**src/rtl/tlp_tx_arbiter.sv**
```systemverilog
// Packet-level arbiter for the shared 64-bit FPGA->CPU TLP transmit stream.
// Whole TLPs are granted SOP..EOP; req0 can optionally preempt the round-robin group between packets.
module tlp_tx_arbiter #(
    parameter int NUM_REQ     = 3,
    parameter bit HIPRI_REQ0  = 1'b1,
    parameter int STALL_LIMIT = 255
) (
    input  logic                  clk_in,
    input  logic                  rstn_in,
    input  logic [NUM_REQ*64-1:0] req_data_in,
    input  logic [NUM_REQ-1:0]    req_valid_in,
    input  logic [NUM_REQ-1:0]    req_sop_in,
    input  logic [NUM_REQ-1:0]    req_eop_in,
    output logic [NUM_REQ-1:0]    req_ready_out,
    output logic [63:0]           tx_data_out,
    output logic                  tx_valid_out,
    output logic                  tx_sop_out,
    output logic                  tx_eop_out,
    input  logic                  tx_ready_in,
    output logic [NUM_REQ-1:0]    grant_out,
    output logic                  stall_out,
    output logic                  err_out,
    input  logic                  err_clr_in
);
    localparam int IW = $clog2(NUM_REQ);
    localparam int CW = $clog2(STALL_LIMIT + 1);
    localparam logic [IW-1:0] RR_RST = HIPRI_REQ0 ? IW'(1) : '0;

    typedef enum logic {IDLE, LOCKED} state_e;

    state_e             state_q, state_d;
    logic [IW-1:0]      owner_q, owner_d;
    logic [IW-1:0]      rr_q, rr_d;
    logic [NUM_REQ-1:0] grant_q, grant_d;
    logic [CW-1:0]      cnt_q, cnt_d, cnt_inc;
    logic               stall_q, stall_d, err_q, err_d;
    logic               mid_q, mid_d;

    logic [63:0]        dat [NUM_REQ];
    logic [NUM_REQ-1:0] cand;
    logic [IW-1:0]      win, jj;
    logic               found, own_vld, own_sop, own_eop, acc, err_set, stall_set;

    for (genvar g = 0; g < NUM_REQ; g++) begin : g_unpack
        assign dat[g] = req_data_in[64*g +: 64];
    end

    // Winner search: req0 preempts when prioritised, else scan upward from rr_q.
    always_comb begin
        cand  = req_valid_in & req_sop_in;
        win   = rr_q;
        found = 1'b0;
        jj    = '0;
        if (HIPRI_REQ0 && cand[0]) begin
            win   = '0;
            found = 1'b1;
        end else begin
            for (int k = 0; k < NUM_REQ; k++) begin
                jj = IW'((int'(rr_q) + k) % NUM_REQ);
                if (!found && cand[jj] && !(HIPRI_REQ0 && jj == '0)) begin
                    win   = jj;
                    found = 1'b1;
                end
            end
        end
    end

    always_comb begin
        own_vld = req_valid_in[owner_q];
        own_sop = req_sop_in[owner_q];
        own_eop = req_eop_in[owner_q];
        acc     = (state_q == LOCKED) && own_vld && tx_ready_in;
        cnt_inc = (cnt_q == CW'(STALL_LIMIT)) ? cnt_q : cnt_q + 1'b1;

        state_d       = state_q;
        owner_d       = owner_q;
        grant_d       = grant_q;
        rr_d          = rr_q;
        cnt_d         = '0;
        mid_d         = mid_q;
        err_set       = 1'b0;
        stall_set     = 1'b0;
        tx_data_out   = dat[owner_q];
        tx_valid_out  = 1'b0;
        tx_sop_out    = 1'b0;
        tx_eop_out    = 1'b0;
        req_ready_out = '0;

        case (state_q)
            IDLE: begin
                mid_d = 1'b0;
                // A mid-packet beat with no owner is never accepted, only flagged.
                if (|(req_valid_in & ~req_sop_in)) err_set = 1'b1;
                if (found) begin
                    state_d = LOCKED;
                    owner_d = win;
                    grant_d = NUM_REQ'(1) << win;
                end
            end
            LOCKED: begin
                tx_valid_out  = own_vld;
                tx_sop_out    = own_sop;
                tx_eop_out    = own_eop;
                req_ready_out = tx_ready_in ? grant_q : '0;
                if (own_vld && own_sop && mid_q) err_set = 1'b1;
                if (acc) mid_d = 1'b1;
                if (!own_vld) begin
                    cnt_d = cnt_inc;
                    if (cnt_inc == CW'(STALL_LIMIT)) stall_set = 1'b1;
                end
                if (acc && own_eop) begin
                    state_d = IDLE;
                    grant_d = '0;
                    mid_d   = 1'b0;
                    if (HIPRI_REQ0 && owner_q == '0)
                        rr_d = rr_q;
                    else if (owner_q == IW'(NUM_REQ - 1))
                        rr_d = RR_RST;
                    else
                        rr_d = owner_q + 1'b1;
                end
            end
            default: state_d = IDLE;
        endcase

        err_d   = err_clr_in ? 1'b0 : (err_q | err_set);
        stall_d = err_clr_in ? 1'b0 : (stall_q | stall_set);
    end

    always_ff @(posedge clk_in or negedge rstn_in) begin
        if (!rstn_in) begin
            state_q <= IDLE;
            owner_q <= '0;
            grant_q <= '0;
            rr_q    <= RR_RST;
            cnt_q   <= '0;
            stall_q <= 1'b0;
            err_q   <= 1'b0;
            mid_q   <= 1'b0;
        end else begin
            state_q <= state_d;
            owner_q <= owner_d;
            grant_q <= grant_d;
            rr_q    <= rr_d;
            cnt_q   <= cnt_d;
            stall_q <= stall_d;
            err_q   <= err_d;
            mid_q   <= mid_d;
        end
    end

    assign grant_out = grant_q;
    assign stall_out = stall_q;
    assign err_out   = err_q;

endmodule

```
**config.mk**
```make
export PLATFORM = sky130hd
export DESIGN_NAME = tlp_tx_arbiter
export DESIGN_NICKNAME = d
export VERILOG_FILES = /design/src/rtl/tlp_tx_arbiter.sv
export SDC_FILE = /design/constraint.sdc
export NUM_CORES = 1
export LEC_CHECK = 0
export CAP_MARGIN = 5
export CORE_AREA = 2 2 109 111
export DETAILED_ROUTE_END_ITERATION = 7
export DIE_AREA = 0 0 111 113
export MAX_ROUTING_LAYER = met4
export PLACE_DENSITY = 0.7
export SLEW_MARGIN = 20
export SYNTH_ARGS = -nofsm -noshare
export SYNTH_HDL_FRONTEND = slang
export SYNTH_SLANG_ARGS = --single-unit
export TNS_END_PERCENT = 10
```
**constraint.sdc**
```tcl
create_clock -name clk_in -period 2.11 [get_ports clk_in]
set_input_delay 0.5275 -clock clk_in [delete_from_list [all_inputs] [get_ports clk_in]]
set_output_delay 0.5275 -clock clk_in [all_outputs]
set_load 0.05 [all_outputs]
```
==> results.yml, run 1 <==
yosys:
  ys_ff_latch: 19
  synthTopCellsByCount: "nand2_1 (76), mux2i_1 (73), o21ai_0 (71)"
  syn_area_mm2: 0.00255
  async_flop_share: 1.00
  seq_area_frac_synth: 0.187
  syn-mean-instance-area_um2: 7.18
  syn_inst: 355
  synth_edf_count: 0
  ys_warn_count: 0
  syn_nets: 565
  ys_types: 49
  netlist_top_cells_area: "mux2i_1 (29%), dfrtp_1 (18%), o21ai_0 (14%), nand2_1 (11%), clkbuf_1 (2.8%)"
  yosysMostFrequentCell: "nand2_1"
  synth_top_area_frac: 0.287
  synthFlopType: "dfrtp_1"
  yosysTopAreaCell: "mux2i_1"
detailed_routing:
  via_count: 4037
  routed.top_layer: "met4"
  wl_met2_mm: 8.05
  wl_met3_mm: 1.71
  ant_nets: 0
  first_pass_iters: 5
  wl_met1_mm: 6.85
  drc: 0
  drtIter0Drc: 217
  wirelength_mm: 17.0
  vias_per_cell: 4.97
  routedWlPerCell_um: 20.9
placement:
  place_inst: 794
  gp_congestion: 0.951
  dp_hpwl_mm: 13.3
  port_buffers: 279
power_and_ir_drop:
  pwr-share-comb: 0.911
  p_total_mw: 11.8
  internal-power_mw: 5.87
  p_per_area_mw_per_mm2: 1610
  clock_power_share: 0.033
  vdd_ir_drop_max_mv: 1.11
  leakagePower_nw: 3.15
  seqPwrFrac: 0.056
  swShare: 0.504
  p_sw_mw: 5.96
outcome:
  outcome: "finished, violations left"
  violations: "setup timing"
critical_path:
  r2r_setup_slack_ps: -80
  regToRegStartpoint: "rr_q[0]"
  timing.rr.end: "grant_out[2]"
  worstSetupStartpointType: "flop"
  cp_common_cell: "buf_12"
  cp_cell_sequence: "nor2b_4 -> buf_6 -> buf_12 -> nand2_1 -> o21ai_2 -> buf_4 -> buf_12"
  cp_max_fo: 7
  required_ps: 1580
  crit_path_max_incr_delay_ps: 580
  rr_worst_depth: 8
  cp.arrival_ps: 1730
  cp_slowest_cell: "dfrtp_4"
  critical_path_class: "reg2out"
  end_kind: "primary output"
finish:
  nFillCells: 874
  drive_above_1_share: 0.356
  fin_cells: 812
  utilization: 0.652
  area_growth_pct: 188
  diodes: 0
  finalNetCount: 880
timing:
  layout_setup_ws_ps: -148
  rsz0062_at_grt: "true"
  final.setup_skew_ps: 2.69
  worst_pin_slew_ps: 503
  setup_viol_count_final: 71
  timing.setup.tns_ps: -4980
  layout_worst_path_cycle_share: 1.07
  maxSlewHeadroom: 0.664
  max_freq_mhz: 443
  final-hold-violation-count: 0
  min_period_ps: 2260
  drv_slew: 0
cts:
  htreeDepth: 1
  clockRootBuffer: "clkbuf_16"
  cts_hold_buf: 0
  clockBufferDepth: 2
  cts_tree: "done"
  numClockSinks: 19
  numCtsBuffers: 3
  clk_transition_reported_paths_ps: 50
  insertion_delay_ps: 250
floorplanning:
  coreArea_mm2: 0.0113
  dieArea_mm2: 0.0125
  ioPinCount: 280
  initial_core_util: 0.226
  rows: 39
  die_height_um: 113
  die_w_um: 111
global_route:
  first_global_vias: 4184
  grtUsageTotal: 0.260
  grt_overflow: 0
  antenna_found_initial: 0
  grt_pass1_wl_mm: 24.6
  grt_max_degree: 51
hold_path:
  min_path_type: "reg2reg"
  min-delay-start: "err_out"
  holdPathStages: 2
  min_to: "err_out"
run:
  cap_violations: 0
==> layer usage <==
layer	vias up	track usage
li1	1914	-
met3	32	0.106
met5	-	-
met4	0	0.0608
met2	192	0.413
met1	1899	0.311
==> cell families (layout without fill, tap and decap cells) <==
logic type               Yosys count  after routing  synth area share
buffers and inverters             34            348            0.0525
multiplexers                      73             73             0.287
adder cells (fa/ha/maj)            5              5            0.0245
XOR/XNOR                           1              1           0.00344
AO/OA/AOI/OAI                     98             98             0.223
flip-flops                        19             19             0.187
AND/OR/NAND/NOR                  125            125             0.223
==> flip-flops by register name, indices dropped and copies added, names as in the netlist <==
name       flops
mid_q          1
state_q        1
cnt_q          8
rr_q           2
grant_out      3
err_out        1
owner_q        2
stall_out      1
==> final cells by class <==
cell class / count / area, µm² / share of cell area
Tap cell: 143 / 179 / 0.0243
Timing Repair Buffer: 335 / 4150 / 0.564
Clock buffer: 4 / 78.8 / 0.0107
Multi-Input combinational cell: 302 / 2430 / 0.331
Sequential cell: 19 / 482 / 0.0655
Inverter: 9 / 33.8 / 0.00460
==> power groups by stage <==
stage	Combinational, mW	Clock (mW)	Sequential, mW
2_1_floorplan	4.63	0	0.657
3_3_place_gp	9.46	0	0.625
3_5_place_dp	9.50	0	0.630
4_1_cts	10.3	0.391	0.641
5_1_grt	11.2	0.410	0.682
6_report	10.8	0.387	0.664
==> layout by cell type, fill, tap and decap left out, types with 9 or more instances in the layout <==
master and instances:
clkdlybuf4s50_1 205, buf_12 77, mux2i_1 68, nand2_1 50, o21ai_2 50, buf_4 35
nand2_2 21, nor2_1 16, dfrtp_1 16, o21ai_4 9
==> worst max-delay path: cells and delay by family (launching register included) <==
family | cells | cell delay (ps)
AO/OA/AOI/OAI | 1 | 70
AND/OR/NAND/NOR | 2 | 250
flip-flops | 1 | 580
buffers and inverters | 4 | 580
==> stage by stage <==
step | area, µm² | hold WS [ps] | worst slack, ps
3_3_place_gp | 6530 | 487 | -275
4_1_cts | 7070 | 509 | -124
3_5_place_dp | 6530 | 498 | -311
5_1_grt | 7350 | 530 | -198
2_1_floorplan | 2570 | 232 | -325
6_report | 7350 | 502 | -148
==> worst max-delay path by stage <==
stage	from	to	slack (ps)	cells past startpoint
floorplan	owner_q[1]	tx_data_out[1]	-320	4
global placement	req_valid_in[0]	grant_out[2]	-280	7
detailed placement	req_sop_in[0]	grant_out[2]	-310	7
CTS	owner_q[1]	tx_data_out[31]	-120	7
global route	owner_q[1]	tx_data_out[3]	-200	7
finish	owner_q[1]	tx_data_out[3]	-150	7
==> repair_timing <==
item	CTS	global route
cloned	3	3
pin swaps	7	4
setup endpoints to repair	73	72
resized for setup	80	59
buffers inserted	7	3
No activity file was read; power rests on OpenSTA's default activity.
==> run 2, diff against run 1 <==
--- a/config.mk
+++ b/config.mk
@@ -7,6 +7,7 @@
 export LEC_CHECK = 0
 export CAP_MARGIN = 5
 export CORE_AREA = 2 2 109 111
+export CTS_CLUSTER_DIAMETER = 50
 export DETAILED_ROUTE_END_ITERATION = 7
 export DIE_AREA = 0 0 111 113
 export MAX_ROUTING_LAYER = met4
==> results of run 2 <==
No change in the layout: final DEF, timing and power equal those of run 1.
==> run 3, diff against run 2 <==
==> config.mk (replaced) <==
export PLATFORM = sky130hd
export DESIGN_NAME = tlp_tx_arbiter
export DESIGN_NICKNAME = d
export VERILOG_FILES = /design/src/rtl/tlp_tx_arbiter.sv
export SDC_FILE = /design/constraint.sdc
export NUM_CORES = 1
export LEC_CHECK = 0
export CAP_MARGIN = 20
export CORE_AREA = 2 2 108 110
export CTS_CLUSTER_DIAMETER = 50
export DETAILED_ROUTE_END_ITERATION = 7
export DIE_AREA = 0 0 110 112
export MAX_ROUTING_LAYER = met4
export PLACE_DENSITY = 0.71
export SLEW_MARGIN = 20
export SYNTH_ARGS = -nofsm -noshare
export SYNTH_HDL_FRONTEND = slang
export SYNTH_SLANG_ARGS = --single-unit
export TNS_END_PERCENT = 30
==> run 3 against run 2 <==
The run still ends with setup timing left. Maximum frequency down 0.18%. Register-to-register slack worse by 70 ps. Largest power group unchanged. Combinational power about the same. Sequential share of layout area up 0.19 points. Highest routed layer unchanged. Routed wire length up 1.0%. Core utilization down 1.3 points. Sequential cell count unchanged. Die area down 1.8%.
==> results.yml, run 3 (synthesis results as in run 1) <==
timing:
  final-hold-violation-count: 0
  min_period_ps: 2260
  final.setup_skew_ps: 1.73
  layout_worst_path_cycle_share: 1.07
  drv_slew: 0
  timing.setup.tns_ps: -2920
  maxSlewHeadroom: 0.665
  layout_setup_ws_ps: -152
  worst_pin_slew_ps: 502
  max_freq_mhz: 442
  rsz0062_at_grt: "true"
  setup_viol_count_final: 45
power_and_ir_drop:
  pwr-share-comb: 0.914
  vdd_ir_drop_max_mv: 0.939
  seqPwrFrac: 0.054
  clock_power_share: 0.032
  p_sw_mw: 5.91
  internal-power_mw: 5.77
  p_per_area_mw_per_mm2: 1640
  leakagePower_nw: 3.09
  swShare: 0.506
finish:
  utilization: 0.639
  fin_cells: 809
  diodes: 0
  finalNetCount: 877
  final_common_cell: "clkdlybuf4s50_1"
  drive_above_1_share: 0.315
  regMostFlops: "cnt_q"
  finalInstanceArea_mm2: 0.00714
  nFillCells: 901
  largest_reg_flops: 8
  area_growth_pct: 180
  most-common-layout-cells: "clkdlybuf4s50_1 (205), buf_12 (77), mux2i_1 (70)"
critical_path:
  regToRegStartpoint: "rr_q[0]"
  cp_slowest_cell: "dfstp_2"
  worstSetupStartpointType: "flop"
  critical_path_class: "reg2reg"
  cp_max_fo: 4
  r2r_setup_slack_ps: -150
  path_buf_inv: 1
  path_delay_family: "compound AO/OA/AOI/OAI gates"
  required_ps: 2290
  rr_worst_depth: 8
  timing.rr.end: "grant_out[0]"
  end_kind: "flop"
  crit_path_max_incr_delay_ps: 540
  cp.arrival_ps: 2440
  cp_cell_sequence: "buf_4 -> ha_4 -> a21boi_1 -> o21bai_1 -> and2_4 -> or4b_4 -> a41oi_4 -> a31o_1"
global_route:
  grtUsageTotal: 0.274
  first_global_vias: 4250
  grt_pass1_wl_mm: 24.8
  grt_overflow: 0
  antenna_found_initial: 0
  grt_max_degree: 49
run:
  cap_violations: 0
detailed_routing:
  vias_per_cell: 4.93
  via_count: 3992
  wl_met3_mm: 2.56
  routed.top_layer: "met4"
  ant_nets: 0
  drtIter0Drc: 266
  wirelength_mm: 17.2
  routedWlPerCell_um: 21.2
  wl_met2_mm: 8.09
  wl_met1_mm: 6.21
  drc: 0
  first_pass_iters: 4
hold_path:
  holdPathStages: 2
  min_path_type: "reg2reg"
  min_to: "stall_out"
  min-delay-start: "stall_out"
cts:
  cts_hold_buf: 0
  numCtsBuffers: 3
  clockRootBuffer: "clkbuf_16"
  insertion_delay_ps: 240
  htreeDepth: 1
  clk_transition_reported_paths_ps: 50
  numClockSinks: 19
  cts_tree: "done"
  clockBufferDepth: 2
floorplanning:
  ioPinCount: 280
  rows: 39
  initial_core_util: 0.228
  coreArea_mm2: 0.0112
  dieArea_mm2: 0.0123
  die_height_um: 112
  die_w_um: 110
outcome:
  violations: "setup timing"
  outcome: "finished, violations left"
placement:
  dp_hpwl_mm: 13.7
  place_inst: 795
  gp_congestion: 0.968
  dpl_worst_slack_ps: -391
  place_area_mm2: 0.00660
  port_buffers: 279
run 3: worst max path at each step:
stage,from,endpoint,slack (ps),depth (start not counted)
after floorplan,owner_q[1],tx_data_out[1],-320,4
after global placement,req_sop_in[0],grant_out[2],-310,7
after detailed placement,req_sop_in[0],grant_out[0],-390,7
after CTS,owner_q[1],tx_data_out[46],-140,6
after global routing,rr_q[0],grant_out[0],-210,8
final,rr_q[0],grant_out[0],-150,8
run 3: routing by layer:
| layer | up-vias | global-route usage |
|---|---|---|
| met5 | - | - |
| met3 | 27 | 0.153 |
| li1 | 1904 | - |
| met2 | 210 | 0.437 |
| met1 | 1851 | 0.303 |
| met4 | 0 | 0.0422 |
run 3: tightest hold or removal path, cell delays in order, from the launching register on:
cell     delay (ps)
dfrtp_1         340
a31oi_1          40
nor2_1           80
run 3: stage by stage:
step | total power, mW | hold WS [ps]
finish | 11.7 | 500
global route | 12.2 | 515
CTS | 11.4 | 506
detailed placement | 10.3 | 493
global placement | 10.2 | 486
floorplan | 5.38 | 232
run 3: layout make-up:
| type | instances | area (µm²) | share of cell area |
|---|---|---|---|
| flip-flops and latches | 19 | 482 | 0.0674 |
| multi-input cells | 302 | 2270 | 0.318 |
| repair buffers | 332 | 4100 | 0.573 |
| inverters | 9 | 33.8 | 0.00473 |
| well taps | 143 | 179 | 0.0251 |
| clock buffers | 4 | 78.8 | 0.0110 |
run 3: power by group through the flow:
stage	registers [mW]	logic (mW)	clock network (mW)
6_report	0.634	10.7	0.376
5_1_grt	0.652	11.1	0.413
4_1_cts	0.633	10.4	0.389
3_5_place_dp	0.632	9.67	0
3_3_place_gp	0.623	9.61	0
2_1_floorplan	0.657	4.72	0
run 3: repair_timing:
action / 4_1_cts / 5_1_grt
resized for setup: 62 / 32
pin swaps: 9 / 4
buffers inserted: 6 / 2
gates cloned: 4 / 0
endpoints found under the setup margin: 71 / 71
